`config.mk`:
```
export PLATFORM = sky130hd
export DESIGN_NAME = latch_wr_arb
export DESIGN_NICKNAME = d
export VERILOG_FILES = /design/src/rtl/latch_wr_arb.sv
export SDC_FILE = /design/constraint.sdc
export NUM_CORES = 1
export LEC_CHECK = 0
export ABC_AREA = 1
export CAP_MARGIN = 20
export CORE_MARGIN = 5
export CORE_UTILIZATION = 42
export CTS_CLUSTER_SIZE = 20
export DETAILED_ROUTE_END_ITERATION = 7
export PLACE_DENSITY = 0.89
export SLEW_MARGIN = 20
export SYNTH_ARGS = -nofsm -noshare
export SYNTH_HDL_FRONTEND = slang
export SYNTH_SLANG_ARGS = --single-unit
```
`constraint.sdc`:
```
create_clock -name clk -period 2.52 [get_ports clk]
set_input_delay 0.378 -clock clk [delete_from_list [all_inputs] [get_ports clk]]
set_output_delay 0.378 -clock clk [all_outputs]
set_load 0.02 [all_outputs]
```
`src/rtl/latch_wr_arb.sv`:
```
// ============================================================================
// latch_wr_arb : arbitrates NREQ writers onto NENT latch entries (setup/open/hold)
// Option macro LATCH_WR_ARB_FIXED_PRIO_EN selects fixed priority.  Rev 1.0
// ============================================================================
`default_nettype none

module latch_wr_arb #(
  parameter int NREQ = 4,
  parameter int NENT = 8,
  parameter int DW   = 32,
  localparam int AW  = (NENT > 1) ? $clog2(NENT) : 1,
  localparam int PW  = (NREQ > 1) ? $clog2(NREQ) : 1
) (
  input  logic               clk,
  input  logic               rst,
  input  logic [NREQ-1:0]    req,
  input  logic [NREQ*AW-1:0] req_addr,
  input  logic [NREQ*DW-1:0] req_data,
  output logic [NREQ-1:0]    gnt,
  output logic [NENT-1:0]    lat_en,
  output logic [DW-1:0]      lat_d,
  output logic               busy,
  output logic               addr_err
);

  typedef enum logic [1:0] {
    IDLE  = 2'd0,
    SETUP = 2'd1,
    OPEN  = 2'd2,
    HOLD  = 2'd3
  } state_t;

  localparam logic [AW:0] NENT_W = (AW+1)'(NENT);

  state_t          state_q, state_d;
  logic [NREQ-1:0] gnt_q, gnt_d;
  logic [NENT-1:0] lat_en_q, lat_en_d;
  logic [DW-1:0]   lat_d_q, lat_d_d;
  logic [AW-1:0]   addr_q, addr_d;
  logic            busy_q, busy_d;
  logic            addr_err_q, addr_err_d;
  logic [PW-1:0]   rr_ptr_q, rr_ptr_d;

  logic [PW-1:0]   win_idx;
  logic [AW-1:0]   win_addr;

  // Descending scan so the candidate closest to the search start wins last.
  always_comb begin
    win_idx = '0;
    for (int i = NREQ - 1; i >= 0; i--) begin
`ifdef LATCH_WR_ARB_FIXED_PRIO_EN
      if (req[i]) win_idx = PW'(i);
`else
      if (req[PW'((int'(rr_ptr_q) + i) % NREQ)])
        win_idx = PW'((int'(rr_ptr_q) + i) % NREQ);
`endif
    end
    win_addr = req_addr[win_idx*AW +: AW];
  end

  always_comb begin
    state_d    = state_q;
    gnt_d      = '0;
    lat_en_d   = '0;
    addr_err_d = 1'b0;
    lat_d_d    = lat_d_q;
    addr_d     = addr_q;
    rr_ptr_d   = rr_ptr_q;
    case (state_q)
      IDLE: begin
        if (|req) begin
          state_d    = SETUP;
          gnt_d      = NREQ'(1) << win_idx;
          addr_d     = win_addr;
          lat_d_d    = req_data[win_idx*DW +: DW];
          addr_err_d = ({1'b0, win_addr} >= NENT_W);
`ifdef LATCH_WR_ARB_FIXED_PRIO_EN
          rr_ptr_d   = '0;
`else
          rr_ptr_d   = (win_idx == PW'(NREQ - 1)) ? '0 : win_idx + 1'b1;
`endif
        end
      end
      SETUP: state_d = OPEN;
      // The strobe is launched from OPEN so the latch clock comes straight off a flop.
      OPEN: begin
        state_d = HOLD;
        if ({1'b0, addr_q} < NENT_W)
          lat_en_d = NENT'(1) << addr_q;
      end
      HOLD:    state_d = IDLE;
      default: state_d = IDLE;
    endcase
    busy_d = (state_d != IDLE);
  end

  always_ff @(posedge clk or posedge rst) begin
    if (rst) begin
      state_q    <= IDLE;
      gnt_q      <= '0;
      lat_en_q   <= '0;
      lat_d_q    <= '0;
      addr_q     <= '0;
      busy_q     <= 1'b0;
      addr_err_q <= 1'b0;
      rr_ptr_q   <= '0;
    end else begin
      state_q    <= state_d;
      gnt_q      <= gnt_d;
      lat_en_q   <= lat_en_d;
      lat_d_q    <= lat_d_d;
      addr_q     <= addr_d;
      busy_q     <= busy_d;
      addr_err_q <= addr_err_d;
      rr_ptr_q   <= rr_ptr_d;
    end
  end

  assign gnt      = gnt_q;
  assign lat_en   = lat_en_q;
  assign lat_d    = lat_d_q;
  assign busy     = busy_q;
  assign addr_err = addr_err_q;

endmodule

`default_nettype wire
```
======== After elaboration in Yosys (flattened, before gate mapping) ========
Cells that the tools add are included.
cells by class
  reductions and logical operators ........ 4
  add/sub/neg operators ................... 4
  $mul .................................... 1
  eq/ne operators ......................... 4
  shift operators ......................... 4
  order comparisons ....................... 4
  multiplexer cells ....................... 22
operator list
  kind                 count
  $shiftx 128x8->32    1
  $lt 2x4->1 const B   4
  $mux 2               6
  $shiftx 12x5->3      1
  $bmux 1 s2           4
  $mux 1               8
  $mux 4               2
  $mux 8               1
  $pmux 2 s4           1
  $shl 1x3->8 const A  1
  $eq 2x2->1 const B   3
  $add 2x1->2 const B  2
  $add 2x2->2 const B  2
  $mul 2x2->4 const B  1
  $reduce_or 4->1      1
  $shl 1x2->4 const A  1
  $eq 2x1->1 const B   1
  $logic_not 2->1      1
  $reduce_and 2->1     1
  $reduce_bool 2->1    1
word-level totals
  register bits after elaboration ......... 52

======== Logic depth before layout (Yosys ltp) ========
  depth after elaboration ................. 11
  gate-level depth with buffers ........... 14

======== Least setup slack after synthesis ========
OpenSTA, ideal clock, no wires.
  kind .................................... reg-to-reg
  from .................................... register rr_ptr_q[0]
  to ...................................... register rr_ptr_q[1]
  cell stages (with the launch flop) ...... 12
  library setup time ...................... 133 ps
  clock period less this slack ............ 1838 ps
  required time ........................... 2387 ps
  setup slack ............................. 682 ps
  data arrival time ....................... 1705 ps
  buffers on the path ..................... 2
  cells stage by stage .................... dfrtp_1 buf_4 o21ai_1 nand2_1 nand3_1 nand2_2 nand2_4 nand2_8 buf_6 ha_1 nand2_1 o21ai_0
between the ends
  longest elaborated chain between the ends .. 10
  elaborated cells between the ends (all ways) .. 22
  classes of those cells .................. add/sub (4); eq/ne (1); mux (17)
ends and longest elaborated chain
  item                                              RTL line  source
  start: declaration                                42        logic [PW-1:0] rr_ptr_q, rr_ptr_d;
  start signal: assignment                          115       rr_ptr_q <= rr_ptr_d;
  $add 2x2->2                                       54, 55
  $bmux 1 s2                                        54        if (req[PW'((int'(rr_ptr_q) + i) % NREQ)])
  $mux 1 (not written as such) (2 in series)        54
  $mux 2 (3 in series)                              54
  $mux 2 (*)                                        54
  $add 2x1->2 / $eq 2x2->1 (equally long branches)  80        rr_ptr_d = (win_idx == PW'(NREQ - 1)) ? '0 : win_idx + 1'b1;
  $mux 2 (*)                                        80
Mark *: on every way between the ends. The rest lies on a longest branch, timed or not. The select of a mux whose other input is x is not followed.
A chain may end at the register's enable or synchronous reset.

======== Final worst setup path ========
  from .................................... register rr_ptr_q[0]
  to ...................................... register lat_d_q[30], in the netlist lat_d[30]
between the ends
  longest elaborated chain between the ends .. 9
  elaborated cells between the ends (all ways) .. 20
  classes of those cells .................. add/sub (3); shift (1); mux (16)
ends and longest elaborated chain
  item                                        RTL line  source
  $add 2x2->2                                 54, 55
  $bmux 1 s2                                  54
  $mux 1 (not written as such) (2 in series)  54
  $mux 2 (3 in series)                        54
  $mux 2 (*)                                  54
  $shiftx 128x8->32 (*)                       75        lat_d_d = req_data[win_idx*DW +: DW];
  end signal: assignment                      111       lat_d_q <= lat_d_d;
  end: declaration                            38        logic [DW-1:0] lat_d_q, lat_d_d;
Marked as above.

==> results by group <==
Outcome
  – Status: complete, no violations

Drt
  – ANT nets after route: 0
  – Via-per-instance ratio: between 4 and 5
  – Final WL: approximately 13,000 µm
  – DRT iter0 DRCs: 280
  – Vias: between 4,000 and 5,000
  – DRT Pass-1 Iters: 5
  – Post-route DRC: 0
  – Routed wire per std cell: roughly 13 µm

Cells and area
  – Synth-to-Final Area Change: 54.3%
  – Layout cells sized above 1: 0.0494
  – Highest-count cells in the layout ignoring fill and taps: nand2_1, clkdlybuf4s50_1, inv_1
  – Layout Nets: 1,001
  – Final instance area: about 6200 µm²
  – Commonest non-fill, non-tap cell in the layout: nand2_1
  – Ant diodes: 0

Power
  – Switching Power: between 3 and 4 mW
  – Clock power share: 0.074
  – Final total power: 7.84 mW
  – Leak Pwr: ~3.5 nW
  – Sw Share: 0.505
  – Peak supply drop: roughly 0.8 mV
  – Comb pwr share: 0.745
  – Int Power: slightly below 4 mW
  – Reg power frac: 0.181
  – PwrDens: between 1000 and 1500 nW/µm²

STA
  – Peak Freq: ~470 MHz
  – Final WS setup: 0.385 ns
  – # setup viols final: 0
  – Rel. slew slack: 0.559
  – Final setup TNS: 0 ns
  – Slew Viols, Final: 0
  – Min cycle time layout: 2.14 ns
  – Tcrit/Tclk final: 0.847
  – Fin Hold WS: approximately 0.48 ns
  – Final hold violations: 0
  – Clk_skew: 0.00814 ns
  – Unrepaired setup endpoints after global routing: no
  – Tightest Pin Transition: ~0.66 ns

Clock network
  – Num CTS Buffers: 5
  – Clock transition at the registers of the reported paths: 0.10 ns
  – H-tree depth: 2
  – Clock tree buffer depth: 2
  – Clock latency on the worst-skew pair: approximately 0.3 ns
  – Cts repair resizes: 0
  – Clock sink count: 52
  – TritonCTS clock tree: built
  – Root buf cell: clkbuf_8
  – Post-CTS setup buffers: 0
  – Cts hold-fix bufs: 0

Place
  – Final HPWL DP: 9860 µm
  – Gpl congestion: 0.909
  – # port buffers: between 150 and 200
  – Pre-CTS WS: ~0.18 ns
  – Placed Area: approximately 6000 µm²

Global route
  – GRT Resource Usage Total: 0.215
  – Grt met2 use: 0.372
  – Global routing's busiest layer: met2
  – Vias in the first global route: ~4,300
  – Initial antenna violation count: 0
  – Largest net degree at the start of global routing: 53
  – Congestion Overflow GR: 0
  – Met3 usage: 0.0522
  – First-pass GRT wire length: roughly 20,000 µm
  – M1 GR Usage: 0.258

Die
  – Die height: between 100 and 150 µm
  – Total die area: between 10,000 and 15,000 µm²
  – Num rows: 35
  – I/O Pins: between 150 and 200
  – Horiz. Die Dim: roughly 110 µm
  – Area of the core: 9280 µm²
  – Initial core utilization: 0.433

Setup path
  – Path depth of the worst reg2reg path: 14
  – FF-to-FF setup slack: between 0.3 and 0.4 ns
  – CP Launch Type: register
  – RR Endpoint: lat_d[30]$_DFFE_PP0P_
  – Worst r2r src: rr_ptr_q[0]$_DFFE_PP0P_
  – Critical path class: reg -> reg
  – Required time worst endpoint: ~2.7 ns
  – CP endpoint kind: register
  – CP max FO: 21
  – Worst EP arrival: around 2.3 ns

Logic synthesis
  – Mapped Area: roughly 4000 µm²
  – Post-Synthesis Cells: between 600 and 700
  – Seq/Total Area, Yosys: 0.324
  – Yosys top cell area share: 0.324
  – Syn. warnings: 0
  – Synth area leaders: dfrtp_1, nand2_1, nand3_1, inv_1, buf_2
  – Register bit total from synthesis: between 50 and 60
  – Synth unique cells: 25
  – Syn nets: slightly above 800
  – Largest area contributor in the netlist: dfrtp_1
  – Mean Syn Cell Area: about 6 µm²

Run
  – Max-Cap Viols: 0

Hold path
  – HP Class: reg -> reg
  – HP Start: lat_d[20]$_DFFE_PP0P_
  – Hold endpoint: lat_d[20]$_DFFE_PP0P_
  – Hold Path Stages: 2
[how the worst max path moves through the flow]
stage | start | end | slack (ns)
floorplan | rr_ptr_q[0]$_DFFE_PP0P_ | rr_ptr_q[1]$_DFFE_PP0P_ | 0.68
global placement | req[3] | lat_d[4]$_DFFE_PP0P_ | 0.25
detailed placement | req[3] | lat_d[31]$_DFFE_PP0P_ | 0.18
CTS | rr_ptr_q[0]$_DFFE_PP0P_ | addr_q[0]$_DFFE_PP0P_ | 0.38
global route | rr_ptr_q[0]$_DFFE_PP0P_ | lat_d[28]$_DFFE_PP0P_ | 0.15
finish | rr_ptr_q[0]$_DFFE_PP0P_ | lat_d[30]$_DFFE_PP0P_ | 0.38
[routing by layer]
layer  wire length (µm)  up-vias
met5                  0        -
met4                408        0
met3               1100       31
met2               6080      186
met1               5160     2000
li1                   -     2339
[per-stage QoR]
step / instances / utilization
3_3_place_gp: 971 / 0.656
6_report: 979 / 0.668
4_1_cts: 979 / 0.668
3_5_place_dp: 971 / 0.656
5_1_grt: 979 / 0.668
2_1_floorplan: 668 / -
[flip-flops by register name, indices dropped and copies added, names as in the netlist]
| register | cells |
|---|---|
| addr_q | 3 |
| lat_d | 32 |
| state_q | 2 |
| rr_ptr_q | 2 |
| busy | 1 |
| gnt | 4 |
| lat_en | 8 |
[worst max-delay path, cell delays in order, from the launching register on]
cell and delay [ns]:
dfrtp_1 0.58, inv_1 0.15, nand2_1 0.10, nor2_1 0.04
nor2_1 0.14, nand3_1 0.18, nand2_2 0.12, nand2_4 0.08
nand2_8 0.18, buf_12 0.17, nand2_1 0.06, nand3_1 0.06
nand2_1 0.05, nand2_1 0.05, nand2_1 0.06
[Yosys cell counts]
cell type / instances
a21oi_1: 1
a31oi_1: 1
buf_2: 17
buf_4: 5
buf_6: 7
clkbuf_1: 7
conb_1: 1
dfrtp_1: 52
ha_1: 6
inv_1: 154
inv_2: 3
nand2_1: 239
nand2_2: 3
nand2_4: 1
nand2_8: 1
nand3_1: 145
nand3_2: 1
nand3_4: 1
nor2_1: 16
nor3_1: 1
nor4_1: 1
o21ai_0: 2
o21ai_1: 1
o21ai_4: 1
or2_2: 1
[cell type report]
class | count | area, µm²
clock buffer | 5 | 68.8
clock inverter | 3 | 42.5
fill | 817 | 3090
inverter | 157 | 589
multi-input combinational | 423 | 1910
sequential | 52 | 1300
tap | 129 | 161
timing repair buffer | 210 | 2130
[power by group through the flow]
stage	Combinational [mW]	Sequential, mW	Clock (mW)
floorplan	3.62	1.75	0
CTS	5.88	1.42	0.590
finish	5.84	1.42	0.580
detailed placement	5.85	1.43	0
global route	6.51	1.47	0.628
global placement	5.74	1.43	0
[kinds of logic (layout without fill, tap and decap cells)]
| group | after synthesis | count (layout) | share of synthesized area |
|---|---|---|---|
| and+or+nand+nor | 410 | 410 | 0.443 |
| buffers and inverters | 193 | 375 | 0.203 |
| DFF | 52 | 52 | 0.324 |
| adders and majority gates | 6 | 6 | 0.0187 |
| AOI/OAI and AO/OA | 6 | 6 | 0.0106 |
| other | 1 | 1 | 0.000933 |
No activity file was read; power rests on OpenSTA's default activity.
